**config.mk**
```make
export PLATFORM = sky130hd
export DESIGN_NAME = micromind_mem_arbiter
export DESIGN_NICKNAME = d
export VERILOG_FILES = /design/src/rtl/micromind_pkg.sv /design/src/rtl/micromind_arb_pick.sv /design/src/rtl/micromind_mem_arbiter.sv
export SDC_FILE = /design/constraint.sdc
export NUM_CORES = 1
export LEC_CHECK = 0
export CORE_MARGIN = 4
export CORE_UTILIZATION = 40
export CTS_CLUSTER_SIZE = 25
export DETAILED_ROUTE_END_ITERATION = 6
export PLACE_DENSITY = 0.9
export SETUP_SLACK_MARGIN = 0.1
export SYNTH_ARGS = -nofsm -noshare
export SYNTH_HDL_FRONTEND = slang
export SYNTH_SLANG_ARGS = --single-unit
```
**constraint.sdc**
```tcl
create_clock -name clk -period 1.58 [get_ports clk]
set_input_delay 0.316 -clock clk [delete_from_list [all_inputs] [get_ports clk]]
set_output_delay 0.316 -clock clk [all_outputs]
set_load 0.02 [all_outputs]
```
**src/rtl/micromind_pkg.sv**
```systemverilog
// Shared constants and types for the micromind RAM arbiter slice.
package micromind_pkg;

    localparam logic PORT_C = 1'b0;
    localparam logic PORT_D = 1'b1;

    localparam int ARB_RR    = 0;
    localparam int ARB_FIXED = 1;

    localparam int ADDR_W_DEF = 8;
    localparam int DATA_W_DEF = 8;

    // Wide enough for MAX_BURST up to 15.
    localparam int BURST_W = 4;

    typedef struct packed {
        logic vld;
        logic port;
    } rd_tag_t;

endpackage

```
**src/rtl/micromind_arb_pick.sv**
```systemverilog
// Grant selection for the two RAM requesters: round-robin or C-priority with a
// burst guard that forces a D grant after MAX_BURST consecutive C wins.
module micromind_arb_pick
    import micromind_pkg::*;
#(
    parameter int FIXED_PRIO = ARB_RR,
    parameter int MAX_BURST  = 4
) (
    input  logic [1:0]         req,
    input  logic               ptr,
    input  logic [BURST_W-1:0] cnt,
    output logic [1:0]         gnt,
    output logic               ptr_nxt,
    output logic [BURST_W-1:0] cnt_nxt
);

    localparam logic [BURST_W-1:0] BURST_LIM = BURST_W'(MAX_BURST);

    always_comb begin
        gnt     = '0;
        ptr_nxt = ptr;
        cnt_nxt = cnt;
        if (FIXED_PRIO == ARB_FIXED) begin
            if (req[PORT_D] && (cnt >= BURST_LIM || !req[PORT_C]))
                gnt[PORT_D] = 1'b1;
            else if (req[PORT_C])
                gnt[PORT_C] = 1'b1;
            // Counts only C wins that D has been waiting through.
            if (!req[PORT_D] || gnt[PORT_D])
                cnt_nxt = '0;
            else if (gnt[PORT_C])
                cnt_nxt = cnt + 1'b1;
        end else begin
            if (req[PORT_C] && (!req[PORT_D] || ptr == PORT_D))
                gnt[PORT_C] = 1'b1;
            else if (req[PORT_D])
                gnt[PORT_D] = 1'b1;
        end
        if (|gnt)
            ptr_nxt = gnt[PORT_D] ? PORT_D : PORT_C;
    end

endmodule

```
**src/rtl/micromind_mem_arbiter.sv**
```systemverilog
// Shares the single-port RAM between the micromind core (C) and the debug
// port (D): registered command out, read data routed back two cycles later.
module micromind_mem_arbiter
    import micromind_pkg::*;
#(
    parameter int ADDR_W     = ADDR_W_DEF,
    parameter int DATA_W     = DATA_W_DEF,
    parameter int FIXED_PRIO = ARB_RR,
    parameter int MAX_BURST  = 4
) (
    input  logic              clk,
    input  logic              reset,
    input  logic              c_req,
    input  logic              c_we,
    input  logic [ADDR_W-1:0] c_addr,
    input  logic [DATA_W-1:0] c_wdata,
    output logic              c_ack,
    output logic              c_rvalid,
    output logic [DATA_W-1:0] c_rdata,
    input  logic              d_req,
    input  logic              d_we,
    input  logic [ADDR_W-1:0] d_addr,
    input  logic [DATA_W-1:0] d_wdata,
    output logic              d_ack,
    output logic              d_rvalid,
    output logic [DATA_W-1:0] d_rdata,
    output logic              mem_en,
    output logic              mem_we,
    output logic [ADDR_W-1:0] mem_addr,
    output logic [DATA_W-1:0] mem_wdata,
    input  logic [DATA_W-1:0] mem_rdata
);

    logic [1:0]         req;
    logic [1:0]         gnt;
    logic               ptr, ptr_nxt;
    logic [BURST_W-1:0] cnt, cnt_nxt;
    rd_tag_t [2:1]      tag_pipe;
    logic [DATA_W-1:0]  c_rdata_q, d_rdata_q;
    logic               win_we;
    logic [ADDR_W-1:0]  win_addr;
    logic [DATA_W-1:0]  win_wdata;

    assign req[PORT_C] = c_req;
    assign req[PORT_D] = d_req;

    micromind_arb_pick #(
        .FIXED_PRIO (FIXED_PRIO),
        .MAX_BURST  (MAX_BURST)
    ) u_pick (
        .req     (req),
        .ptr     (ptr),
        .cnt     (cnt),
        .gnt     (gnt),
        .ptr_nxt (ptr_nxt),
        .cnt_nxt (cnt_nxt)
    );

    // Registers ignore gnt during reset, so masking the acks keeps both sides consistent.
    assign c_ack = gnt[PORT_C] & ~reset;
    assign d_ack = gnt[PORT_D] & ~reset;

    always_comb begin
        win_we    = c_we;
        win_addr  = c_addr;
        win_wdata = c_wdata;
        if (gnt[PORT_D]) begin
            win_we    = d_we;
            win_addr  = d_addr;
            win_wdata = d_wdata;
        end
    end

    always_ff @(posedge clk) begin
        if (reset) begin
            ptr       <= PORT_D;
            cnt       <= '0;
            mem_en    <= 1'b0;
            mem_we    <= 1'b0;
            mem_addr  <= '0;
            mem_wdata <= '0;
            tag_pipe  <= '0;
            c_rdata_q <= '0;
            d_rdata_q <= '0;
        end else begin
            ptr    <= ptr_nxt;
            cnt    <= cnt_nxt;
            mem_en <= |gnt;
            if (|gnt) begin
                mem_we    <= win_we;
                mem_addr  <= win_addr;
                mem_wdata <= win_wdata;
            end
            tag_pipe[1].vld  <= (|gnt) & ~win_we;
            tag_pipe[1].port <= gnt[PORT_D];
            tag_pipe[2]      <= tag_pipe[1];
            if (c_rvalid) c_rdata_q <= mem_rdata;
            if (d_rvalid) d_rdata_q <= mem_rdata;
        end
    end

    assign c_rvalid = tag_pipe[2].vld & (tag_pipe[2].port == PORT_C);
    assign d_rvalid = tag_pipe[2].vld & (tag_pipe[2].port == PORT_D);

    // RAM data passes straight through in the return cycle, then is held.
    assign c_rdata = c_rvalid ? mem_rdata : c_rdata_q;
    assign d_rdata = d_rvalid ? mem_rdata : d_rdata_q;

endmodule

```
Yosys cells after proc, flatten, opt, wreduce, memory -nomap -nowiden
Index checks and enable logic that the tools add are counted.
Widths: inputs -> output; s select.
{"block": "op_classes", "mux": 9, "n_reduce_logical": 4, "n_bitwise": 8}
{"op": "$mux 8", "n": 4}
{"op": "$and 1x1->1", "n": 5}
{"op": "$mux 1", "n": 5}
{"op": "$not 1->1", "n": 3}
{"op": "$reduce_or 2->1", "n": 1}
{"op": "$logic_and 1x1->1", "n": 1}
{"op": "$logic_not 1->1", "n": 1}
{"op": "$logic_or 1x1->1", "n": 1}
{"block": "totals", "inputBits": 46, "ff_bits": 39, "elab_cells": 32}

Logic depth before layout (Yosys ltp)
{"block": "depth", "word_depth": 7, "ltp_mapped": 6, "ltp_nobuf": 3}

Hierarchy
Synthesis repeated with hierarchy kept, for this count alone.
{"block": "unflattened", "hier_cells": 164, "area_unflattened_um2": 1825.5}
{"module": "micromind_mem_arbiter", "area_per_inst_um2": 1767.9, "seq_area_each_um2": 860.8, "cells_per_inst": 155, "n_inst": 1}
{"module": "micromind_arb_pick", "area_per_inst_um2": 57.6, "seq_area_each_um2": 0.0, "cells_per_inst": 9, "n_inst": 1}

Worst setup path after synthesis
Ideal clock, no wire load.
{"block": "synth_path", "path_kind": "reg2out", "start": "register ptr", "end": "output d_ack", "arrival_ps": 1304, "path_buffers": 3, "setup_slack_ps": -40, "path_stages_with_launch": 7, "cell_sequence": "dfxtp_1 nand2b_1 buf_6 and2_4 buf_6 buf_6 nor3b_2"}
{"block": "synth_via", "elab_chain_cells": 4}
{"item": "start: declaration", "line_no": "micromind_mem_arbiter.sv:36", "rtl": "logic ptr, ptr_nxt;"}
{"item": "start signal: assignment", "line_no": "micromind_mem_arbiter.sv:86", "rtl": "ptr <= ptr_nxt;"}
{"item": "$logic_or 1x1->1", "line_no": "micromind_arb_pick.sv:34", "rtl": "if (req[PORT_C] && (!req[PORT_D] || ptr == PORT_D))"}
{"item": "$logic_and 1x1->1", "line_no": "micromind_arb_pick.sv:34"}
{"item": "$mux 1", "line_no": "micromind_arb_pick.sv:34"}
{"item": "$and 1x1->1", "line_no": "micromind_mem_arbiter.sv:61", "rtl": "assign d_ack = gnt[PORT_D] & ~reset;"}
{"item": "end: declaration", "line_no": "micromind_mem_arbiter.sv:24", "rtl": "output logic d_ack,"}
Every way passes these cells.

Worst setup path after layout
{"block": "layout_path", "start": "register tag_pipe[3] (netlist name)", "end": "output c_rdata[5]"}
{"block": "layout_via", "elab_chain_cells": 2}
{"item": "start: declaration", "line_no": "micromind_mem_arbiter.sv:38", "rtl": "rd_tag_t [2:1] tag_pipe;"}
{"item": "$and 1x1->1", "line_no": "micromind_mem_arbiter.sv:102", "rtl": "assign c_rvalid = tag_pipe[2].vld & (tag_pipe[2].port == PORT_C);"}
{"item": "$mux 8"}
{"item": "end: declaration", "line_no": "micromind_mem_arbiter.sv:19", "rtl": "output logic [DATA_W-1:0] c_rdata,"}
Every way passes these cells.

==> flow_metrics.env <==
export IMPL_ys_ff_latch=39
export IMPL_cp_end_kind="output pin"
export IMPL_clockBufferDepth=2
export IMPL_dr_pass1_iters=4
export IMPL_cts_tree="built"
export IMPL_die_width_um=73.94
export IMPL_fin_util=0.6890
export IMPL_ys_seq_area_frac=0.4489
export IMPL_reg2reg_depth=4
export IMPL_numCtsBuffers=5
export IMPL_powerDensity_nw_per_um2=848.7
export IMPL_drt_total_wl_um=4929
export IMPL_placementRows=23
export IMPL_p_leak_nw=1.280
export IMPL_dp_hpwl_um=3350
export IMPL_start_kind="flip-flop"
export IMPL_hold_buffers=0
export IMPL_dpl_cell_area_um2=2643
export IMPL_fin_crit_sh=1.091
export IMPL_fin_nets=305
export IMPL_gr_total_overflow=0
export IMPL_reg2reg_to="c_rdata_q[5]$_SDFF_PP0_"
export IMPL_status="finished, violations left"
export IMPL_grtUsageTotal=0.1831
export IMPL_dp_cells=300
export IMPL_dieArea_um2=5467
export IMPL_grt_pass1_wl_um=7659
export IMPL_cts_root_buf="clkbuf_8"
export IMPL_worstPathRequired_ns=1.26
export IMPL_fmax_mhz=580.2
export IMPL_io_pins=84
export IMPL_ys_flop_type="dfxtp_1"
export IMPL_cts_num_sinks=39
export IMPL_antenna_cells=0
export IMPL_hold_end="tag_pipe[3]$_SDFF_PP0_"
export IMPL_antenna_found_initial=0
export IMPL_grt_pass1_vias=1612
export IMPL_dr_first_iter_drc_count=52
export IMPL_layout_drive_gt1_share=0.2885
export IMPL_r2r_slack_ns=0.35
export IMPL_min_path_cells=1
export IMPL_ir_drop_mv=0.4184
export IMPL_syn2layout_area_growth_pct=63.02
export IMPL_hold_viol=0
export IMPL_grt_max_degree=39
export IMPL_yosysWarnings=0
export IMPL_slew_headroom=0.7618
export IMPL_syn_nets=217
export IMPL_max_cap_violations=0
export IMPL_async_flop_share=0
export IMPL_violations="negative setup slack"
export IMPL_slew_violations=0
export IMPL_worstHoldStart="tag_pipe[1]$_SDFF_PP0_"
export IMPL_rsz0062_at_grt="yes"
export IMPL_wl_per_cell_um=15.90
export IMPL_finalCriticalPeriod_ns=1.723
export IMPL_layout_common_cells="clkdlybuf4s50_1 (42), dfxtp_1 (36), nor2b_1 (35)"
export IMPL_final_area_um2=2835
export IMPL_port_buffers=83
export IMPL_setup_ws_ns=-0.1435
export IMPL_hp_class="reg -> reg"
export IMPL_routabilityCongestion=0.7225
export IMPL_h_tree_depth=2
export IMPL_coreArea_um2=4115
export IMPL_synth_distinct_cells=20
export IMPL_clk_pin_slew_ns=0.07
export IMPL_hold_worst_slack_ns=0.4517
export IMPL_setup_viol=16
export IMPL_syn_inst=171
export IMPL_layout_commonest_cell="clkdlybuf4s50_1"
export IMPL_final_instance_count_excl_fill=310
export IMPL_tightest_slew_ns=0.3573
export IMPL_drtAntennaViolNets=0
export IMPL_p_total_mw=2.406
export IMPL_drcViolationCount=0
export IMPL_viasPerCell=5.055
export IMPL_syn_cell_area_um2=1739
export IMPL_die_y_um=73.94
export IMPL_start_util=0.4226
export IMPL_num_vias=1567
export IMPL_cp_max_fo=5
export IMPL_synth_edf_count=0
export IMPL_r2r_start="tag_pipe[3]$_SDFF_PP0_"
export IMPL_worst_setup_path_type="reg -> out"
export IMPL_fin_skew_ns=0.003101
export IMPL_clk_latency_ns=0.29
export IMPL_synth_area_per_cell_um2=10.17
export IMPL_critPathArrivalTime_ns=1.41
## what timing repair did
action	CTS	global route
buffers inserted	1	0
gates cloned	1	0
setup endpoints to repair	55	18
pin swaps	2	0
gates resized for setup	146	17
## power by group
part	internal, mW	total, mW	leakage, nW	switching (mW)
clock network	0.511	0.854	0.0612	0.343
registers	1.03	1.05	0.321	0.0202
logic	0.269	0.500	0.898	0.231
## final cells by class
cell class                 instances  area (µm²)
timing repair buffer              96       903.4
multi-input combinational        100       900.9
clock inverter                     2       35.03
inverter                          17       63.81
fill                             325        1280
tap                               50       62.56
clock buffer                       6       82.58
sequential                        39       787.0
## how the worst max path moves through the flow
| stage | from | to | slack, ns |
|---|---|---|---|
| 2_1_floorplan | ptr$_SDFFE_PP1P_ | d_ack | 0.03 |
| 3_3_place_gp | d_req | d_ack | -0.59 |
| 3_5_place_dp | d_req | d_ack | -0.60 |
| 4_1_cts | tag_pipe[3]$_SDFF_PP0_ | c_rdata[5] | -0.13 |
| 5_1_grt | tag_pipe[3]$_SDFF_PP0_ | c_rdata[0] | -0.18 |
| 6_report | tag_pipe[3]$_SDFF_PP0_ | c_rdata[5] | -0.14 |
## registers in the layout (all words and copies together), names as in the netlist
name / count
c_rdata_q: 8
ptr: 1
mem_en: 1
mem_we: 1
mem_wdata: 8
mem_addr: 8
d_rdata_q: 8
tag_pipe: 4
## routing by layer
| metal | wire [µm] | vias up | global-route usage | part of all wire |
|---|---|---|---|---|
| met2 | 2536 | 56 | 0.3268 | 0.51 |
| met3 | 338 | 9 | 0.04730 | 0.069 |
| met4 | 72 | 0 | 0.07445 | 0.015 |
| met5 | 0 | - | 0 | 0 |
| met1 | 1981 | 735 | 0.2067 | 0.40 |
| li1 | - | 767 | - | - |
## cells in the mapped netlist, types with 2 or more instances
cell type,number,share of area
a211oi_1,9,0.039
nand3b_1,2,0.0086
buf_2,5,0.014
buf_1,2,0.0043
buf_6,3,0.019
mux2_1,16,0.10
a221oi_1,17,0.086
a211oi_2,7,0.050
clkbuf_1,5,0.011
inv_1,17,0.037
nand2_1,2,0.0043
nor2_1,2,0.0043
nor3b_2,2,0.014
nor2b_1,37,0.13
dfxtp_1,39,0.45
nand2b_1,2,0.0072
## worst max-delay path, stage by stage, from the launching register on
cell and delay, ns:
dfxtp_2 0.34, nor2b_4 0.16, buf_6 0.15, mux2_4 0.32
buf_6 0.13
## metrics by stage
| stage | TNS [ns] | setup slack [ns] |
|---|---|---|
| CTS | -1.748 | -0.1336 |
| global route | -2.273 | -0.1782 |
| finish | -1.569 | -0.1435 |
| floorplan | 0 | 0.03370 |
| global placement | -10.15 | -0.5899 |
| detailed placement | -11.20 | -0.6050 |
## cell families after synthesis
family,after synthesis,synth area share
buf+inv,32,0.08561
compound gates,35,0.1806
flops,39,0.4489
mux,16,0.1036
simple gates,49,0.1813
Note: power is estimated with default switching activity, not from simulation.
